[src/rtl/io_pkg.sv]
// Shared constants and helpers for the multi-channel IO source.
// Port summary: none (package only).
// Holds the tag-mode encodings and the channel-index width helper.
package io_pkg;

  // tag_mode encodings
  localparam logic TAG_RAW  = 1'b0;  // out word is the raw sequence value
  localparam logic TAG_CHAN = 1'b1;  // channel id replaces the top CH_W bits

  // Channel index width; a single channel still needs one bit.
  function automatic int ch_width(input int num_ch);
    return (num_ch > 1) ? $clog2(num_ch) : 1;
  endfunction

endpackage

[src/rtl/io_chan_fifo.sv]
// Per-channel synchronous FIFO with first-word-fall-through read data.
// Latency: a pushed word is visible on rdata the cycle after the push (no bypass).
// Backpressure: a push while full is ignored unless a pop happens in the same cycle.
// Ports: clk, reset (async active-low), push/wdata, pop/rdata, full, empty.
module io_chan_fifo #(
  parameter int DATA_W     = 32,
  parameter int FIFO_DEPTH = 4
) (
  input  logic              clk,
  input  logic              reset,
  input  logic              push,
  input  logic              pop,
  input  logic [DATA_W-1:0] wdata,
  output logic [DATA_W-1:0] rdata,
  output logic              full,
  output logic              empty
);

  localparam int AW = $clog2(FIFO_DEPTH);

  logic [DATA_W-1:0] mem [FIFO_DEPTH];
  // Extra MSB on each pointer tells full apart from empty when addresses match.
  logic [AW:0] wr_ptr;
  logic [AW:0] rd_ptr;
  logic        do_push;
  logic        do_pop;

  assign empty   = (wr_ptr == rd_ptr);
  assign full    = (wr_ptr[AW] != rd_ptr[AW]) && (wr_ptr[AW-1:0] == rd_ptr[AW-1:0]);
  // A pop frees the slot the push lands in, so a full FIFO still accepts.
  assign do_push = push && (!full || pop);
  assign do_pop  = pop && !empty;
  assign rdata   = mem[rd_ptr[AW-1:0]];

  always_ff @(posedge clk or negedge reset) begin
    if (!reset) begin
      wr_ptr <= '0;
      rd_ptr <= '0;
    end else begin
      if (do_push) wr_ptr <= wr_ptr + 1'b1;
      if (do_pop)  rd_ptr <= rd_ptr + 1'b1;
    end
  end

  always_ff @(posedge clk) begin
    if (do_push) mem[wr_ptr[AW-1:0]] <= wdata;
  end

endmodule

[src/rtl/io_multi_source.sv]
// Multi-channel sequence generator merged round-robin onto one registered stream.
// Latency: tick in cycle N reaches out_valid in cycle N+2 on an idle system.
// Backpressure: per-channel FIFOs absorb stalls; a push into a full FIFO drops the word and sets overflow.
// Ports: clk, reset (async active-low), ch_enable, tag_mode, ovf_clear, out_ready,
//        out_valid/out_data/out_channel (registered output), overflow (sticky per channel).
module io_multi_source
  import io_pkg::*;
#(
  parameter  int DATA_W     = 32,
  parameter  int NUM_CH     = 4,
  parameter  int PERIOD     = 8,
  parameter  int FIFO_DEPTH = 4,
  localparam int CH_W       = ch_width(NUM_CH)
) (
  input  logic              clk,
  input  logic              reset,
  input  logic [NUM_CH-1:0] ch_enable,
  input  logic              tag_mode,
  input  logic              ovf_clear,
  input  logic              out_ready,
  output logic              out_valid,
  output logic [DATA_W-1:0] out_data,
  output logic [CH_W-1:0]   out_channel,
  output logic [NUM_CH-1:0] overflow
);

  localparam int CNT_W = (PERIOD > 1) ? $clog2(PERIOD) : 1;

  logic [CNT_W-1:0]  cnt;
  logic              tick;
  logic [DATA_W-1:0] seq   [NUM_CH];
  logic [DATA_W-1:0] wdata [NUM_CH];
  logic [DATA_W-1:0] rdata [NUM_CH];
  logic [NUM_CH-1:0] push;
  logic [NUM_CH-1:0] pop;
  logic [NUM_CH-1:0] full;
  logic [NUM_CH-1:0] empty;
  logic [NUM_CH-1:0] drop;
  logic [CH_W-1:0]   rr_ptr;
  logic [CH_W-1:0]   grant;
  logic              found;
  logic [DATA_W-1:0] grant_data;
  logic              load;

  assign tick = (cnt == CNT_W'(PERIOD - 1));

  always_ff @(posedge clk or negedge reset) begin
    if (!reset) cnt <= '0;
    else        cnt <= tick ? '0 : cnt + 1'b1;
  end

  for (genvar i = 0; i < NUM_CH; i++) begin : g_ch
    localparam logic [CH_W-1:0] CH_ID = CH_W'(i);

    assign push[i]  = tick && ch_enable[i];
    assign pop[i]   = load && (grant == CH_ID);
    // Only a push that finds the FIFO full with no simultaneous pop is lost.
    assign drop[i]  = push[i] && full[i] && !pop[i];
    assign wdata[i] = (tag_mode == TAG_CHAN) ? {CH_ID, seq[i][DATA_W-CH_W-1:0]} : seq[i];

    // Sequence advances on every enabled tick, dropped or not, so gaps mark losses.
    always_ff @(posedge clk or negedge reset) begin
      if (!reset)       seq[i] <= '0;
      else if (push[i]) seq[i] <= seq[i] + 1'b1;
    end

    io_chan_fifo #(
      .DATA_W     (DATA_W),
      .FIFO_DEPTH (FIFO_DEPTH)
    ) u_fifo (
      .clk   (clk),
      .reset (reset),
      .push  (push[i]),
      .pop   (pop[i]),
      .wdata (wdata[i]),
      .rdata (rdata[i]),
      .full  (full[i]),
      .empty (empty[i])
    );
  end

  // Round-robin search: channels at or above rr_ptr first, then wrap to the low ones.
  always_comb begin
    found      = 1'b0;
    grant      = '0;
    grant_data = '0;
    for (int i = 0; i < NUM_CH; i++) begin
      if (!found && (i >= int'(rr_ptr)) && !empty[i]) begin
        found = 1'b1;
        grant = CH_W'(i);
      end
    end
    for (int i = 0; i < NUM_CH; i++) begin
      if (!found && (i < int'(rr_ptr)) && !empty[i]) begin
        found = 1'b1;
        grant = CH_W'(i);
      end
    end
    for (int i = 0; i < NUM_CH; i++) begin
      if (grant == CH_W'(i)) grant_data = rdata[i];
    end
  end

  assign load = (!out_valid || out_ready) && found;

  always_ff @(posedge clk or negedge reset) begin
    if (!reset) begin
      out_valid   <= 1'b0;
      out_data    <= '0;
      out_channel <= '0;
      rr_ptr      <= '0;
    end else if (load) begin
      out_valid   <= 1'b1;
      out_data    <= grant_data;
      out_channel <= grant;
      rr_ptr      <= (grant == CH_W'(NUM_CH - 1)) ? '0 : grant + 1'b1;
    end else if (out_ready) begin
      out_valid   <= 1'b0;
    end
  end

  // A new drop outranks a clear in the same cycle so no loss goes unreported.
  always_ff @(posedge clk or negedge reset) begin
    if (!reset) overflow <= '0;
    else        overflow <= (overflow & ~{NUM_CH{ovf_clear}}) | drop;
  end

endmodule

[config.mk]
export PLATFORM = sky130hd
export DESIGN_NAME = io_multi_source
export DESIGN_NICKNAME = d
export VERILOG_FILES = /design/src/rtl/io_pkg.sv /design/src/rtl/io_chan_fifo.sv /design/src/rtl/io_multi_source.sv
export SDC_FILE = /design/constraint.sdc
export NUM_CORES = 1
export LEC_CHECK = 0
export ABC_AREA = 1
export BUFFER_PORTS_ARGS = -buffer_cell sky130_fd_sc_hd__buf_2
export CORE_ASPECT_RATIO = 0.6
export CORE_MARGIN = 2
export CORE_UTILIZATION = 30
export CTS_CLUSTER_DIAMETER = 50
export DETAILED_ROUTE_END_ITERATION = 7
export SLEW_MARGIN = 20
export SYNTH_ARGS = -nofsm -noshare
export SYNTH_HDL_FRONTEND = slang
export SYNTH_HIERARCHICAL = 1
export SYNTH_SLANG_ARGS = --single-unit
[constraint.sdc]
create_clock -name clk -period 6.98 [get_ports clk]
set_input_delay 1.047 -clock clk [delete_from_list [all_inputs] [get_ports clk]]
set_output_delay 1.047 -clock clk [all_outputs]
set_load 0.01 [all_outputs]
==> out/metrics.yaml <==
sta:
  rsz0062_at_grt: "no"
  maxSlewViolCount: 0
  whs_ns: 0.361
  slew_headroom_pct: 27.2
  finalSetupViolCount: 0
  hold_viol: 0
  fmax_mhz: 211
  skew_ns: 0.0310
  post-route-min-period_ns: 4.75
  fin_crit_sh_pct: 68.0
  tightestPinTransition_ns: 1.09
  setup_tns_ns: 0
die:
  fp.coreArea_mm2: 0.103
  initial_core_util_pct: 30.3
  die_w_um: 420
  dieArea_mm2: 0.106
  die_h_um: 253
  ios: 48
  rows: 91
setup_path:
  startpoint_type: "flop"
  critPathMaxFanout: 36
  arrival_ns: 5.01
  cp.depth: 20
  crit_chain: "buf_4 > inv_2 > nand2_1 > nand2_1 > nand3_2 > inv_1 > inv_1 > a21oi_1 > nor2_1 > nand2_1 > nand2_1 > inv_1 > ha_1 > buf_4 > nand3_1 > inv_1 > inv_1 > nand4_4 > nand2_4 > nor2_4"
  crit_family: "simple AND/OR/NAND/NOR gates"
  critical_path_buf_inv_count: 8
  reg2reg_depth: 20
  cp.required_ns: 7.24
  end_kind: "flop"
  cpMostUsedCell: "inv_1"
  max_stage_delay_ns: 0.83
  slowest_stage: "nor2_4"
  path_class: "reg2reg"
yosys:
  synth.area.top_cells: "edfxtp_1 49%, dfrtp_1 16%, nand2_1 9.7%"
  syn_avg_cell_area_um2: 10.1
  async_flop_share_pct: 27.7
  syn-cell-area_mm2: 0.0311
  ys_warn_count: 6
  synth.top_cells.by_count: "802 x nand2_1, 512 x edfxtp_1, 498 x nor2_1, 315 x o21ai_0, 196 x dfrtp_1"
  yosysTopAreaCell: "edfxtp_1"
  synthFlopType: "edfxtp_1"
  synth_top_cell_area_share_pct: 49.4
  synth_fp_nets: 3113
  synthesis.instances: 3074
  synth_edf_count: 512
  synth_cell_types: 34
  synth.most_common_cell: "nand2_1"
  ys_ff_latch: 708
  ys_seq_area_share_pct: 65.2
cells_and_area:
  final_layout_size_suffix_gt1_share_pct: 7.25
  syn_to_final_growth_pct: 12.3
  nFillCells: 10300
  diodes: 0
  final_util_pct: 34.0
  stdcell_area_mm2: 0.0350
  finalNetCount: 3130
  layout.cells.non_filler: 4539
placement:
  dpl.cell_count: 4422
  port_buffers: 47
  placed_area_mm2: 0.0328
  place.gp.congestion: 0.907
  dp_hpwl_mm: 58.3
cts:
  postCtsSetupBuffers: 0
  ctsResizeCount: 0
  cts.reportedPaths.clkPinSlew_ns: 0.07
  cts_buffers: 61
  cts.sinks: 708
  clockBufferDepth: 3
  holdBufCountCts: 0
  worstSkewPairLatency_ns: 0.65
  cts_tree: "built"
  cts.htree.levels: 2
  clock-root-buffer: "clkbuf_16"
power_and_ir_drop:
  irDropWorstVdd_uv: 312
  p_leak_uw: 0.0131
  powerDensity_mw_per_mm2: 372
detailed_routing:
  detail-route-antenna-nets: 0
  firstDrtPassIters: 6
  wire_per_inst_um: 18.9
  vias: 22000
  drt_first_iter_violations: 2534
  drc: 0
  wirelength_mm: 85.8
  viasPerCell: 4.84
global_routing:
  grt_start_max_net_pins: 129
  grt_overflow: 0
  antenna_found_initial: 3
  grt_usage_pct: 15.8
  grt_pass1_wl_mm: 127
  grt_pass1_vias: 19400
flow_run:
  cap_violations: 0
hold_path:
  min_path_type: "in2async"
status:
  run_status: "completed"
-- routing by layer --
layer / share of wire (%) / vias up / global-route usage (%)
met4: 1.7 / 0 / 2.88
met1: 49 / 10600 / 25.2
li1: - / 10400 / -
met3: 12 / 91 / 5.56
met2: 38 / 820 / 20.1
met5: 0 / - / 0
-- stage by stage --
step | setup WS (ns) | power, uW
after CTS | 2.28 | 13000
final | 2.23 | 13000
after global routing | 1.87 | 13700
after global placement | 2.24 | 9370
after detailed placement | 2.29 | 9420
after floorplan | 2.48 | 7870
-- layout make-up --
type	count	area, um2	area share [%]
Multi-Input combinational cell	2053	9640	27.6
Timing Repair Buffer	72	465	1.33
Tap cell	1395	1750	4.99
Clock inverter	41	453	1.30
Inverter	195	733	2.10
Sequential cell	708	20300	58.0
Clock buffer	75	1630	4.66
-- cell families after synthesis --
logic type	after synthesis	synth area share [%]
AOI/OAI and AO/OA	487	8.37
xor gates and xnor gates	72	2.20
DFF	708	65.2
buffers and inverters	313	4.17
and+or+nand+nor	1464	18.9
adders and majority gates	30	1.21
-- worst register-to-register path: stages, from the launching register on --
cell     delay [ns]
dfrtp_1        0.36
buf_4          0.26
inv_2          0.50
nand2_1        0.10
nand2_1        0.18
nand3_2        0.13
inv_1          0.13
inv_1          0.07
a21oi_1        0.23
nor2_1         0.07
nand2_1        0.09
nand2_1        0.11
inv_1          0.13
ha_1           0.17
buf_4          0.32
nand3_1        0.15
inv_1          0.17
inv_1          0.10
nand4_4        0.14
nand2_4        0.11
nor2_4         0.83
-- layout by cell type (no fill, tap or decap), types with 46 or more instances in the layout --
| cell | netlist | layout |
|---|---|---|
| buf_2 | 40 | 46 |
| clkbuf_16 | 0 | 62 |
| dfrtp_1 | 196 | 192 |
| edfxtp_1 | 512 | 512 |
| inv_1 | 186 | 184 |
| nand2_1 | 802 | 802 |
| nand3_1 | 93 | 93 |
| nor2_1 | 498 | 485 |
| o21ai_0 | 315 | 315 |
| o22ai_1 | 128 | 128 |
-- worst paths after layout --
check / startpoint / to / slack [ns]
min in group clk: cnt[0] / cnt[0] / 0.43
min: reset / seq[51] / 0.36
max: g_ch[3].u_fifo/rd_ptr[1] / g_ch[2].u_fifo/mem[0][19] / 2.23
max in group asynchronous: reset / g_ch[1].u_fifo/rd_ptr[0] / 5.32
max reg2reg: g_ch[3].u_fifo/rd_ptr[1] / g_ch[2].u_fifo/mem[0][19] / 2.23
min reg2reg: cnt[0] / cnt[0] / 0.43
-- registers in the layout (all words and copies together), names as in the netlist --
name	cells
out_channel	2
seq	128
g_ch.u_fifo/wr_ptr	12
g_ch.u_fifo/rd_ptr	12
out_data	32
rr_ptr	2
cnt	3
g_ch.u_fifo/mem	512
overflow	4
out_valid	1
-- power breakdown --
part	internal, uW	total [uW]	switching (uW)
clock network	1970	3570	1600
registers	4690	4900	212
logic	1220	4530	3310
total	7880	13000	5130
(Power assumes the default switching activity.)
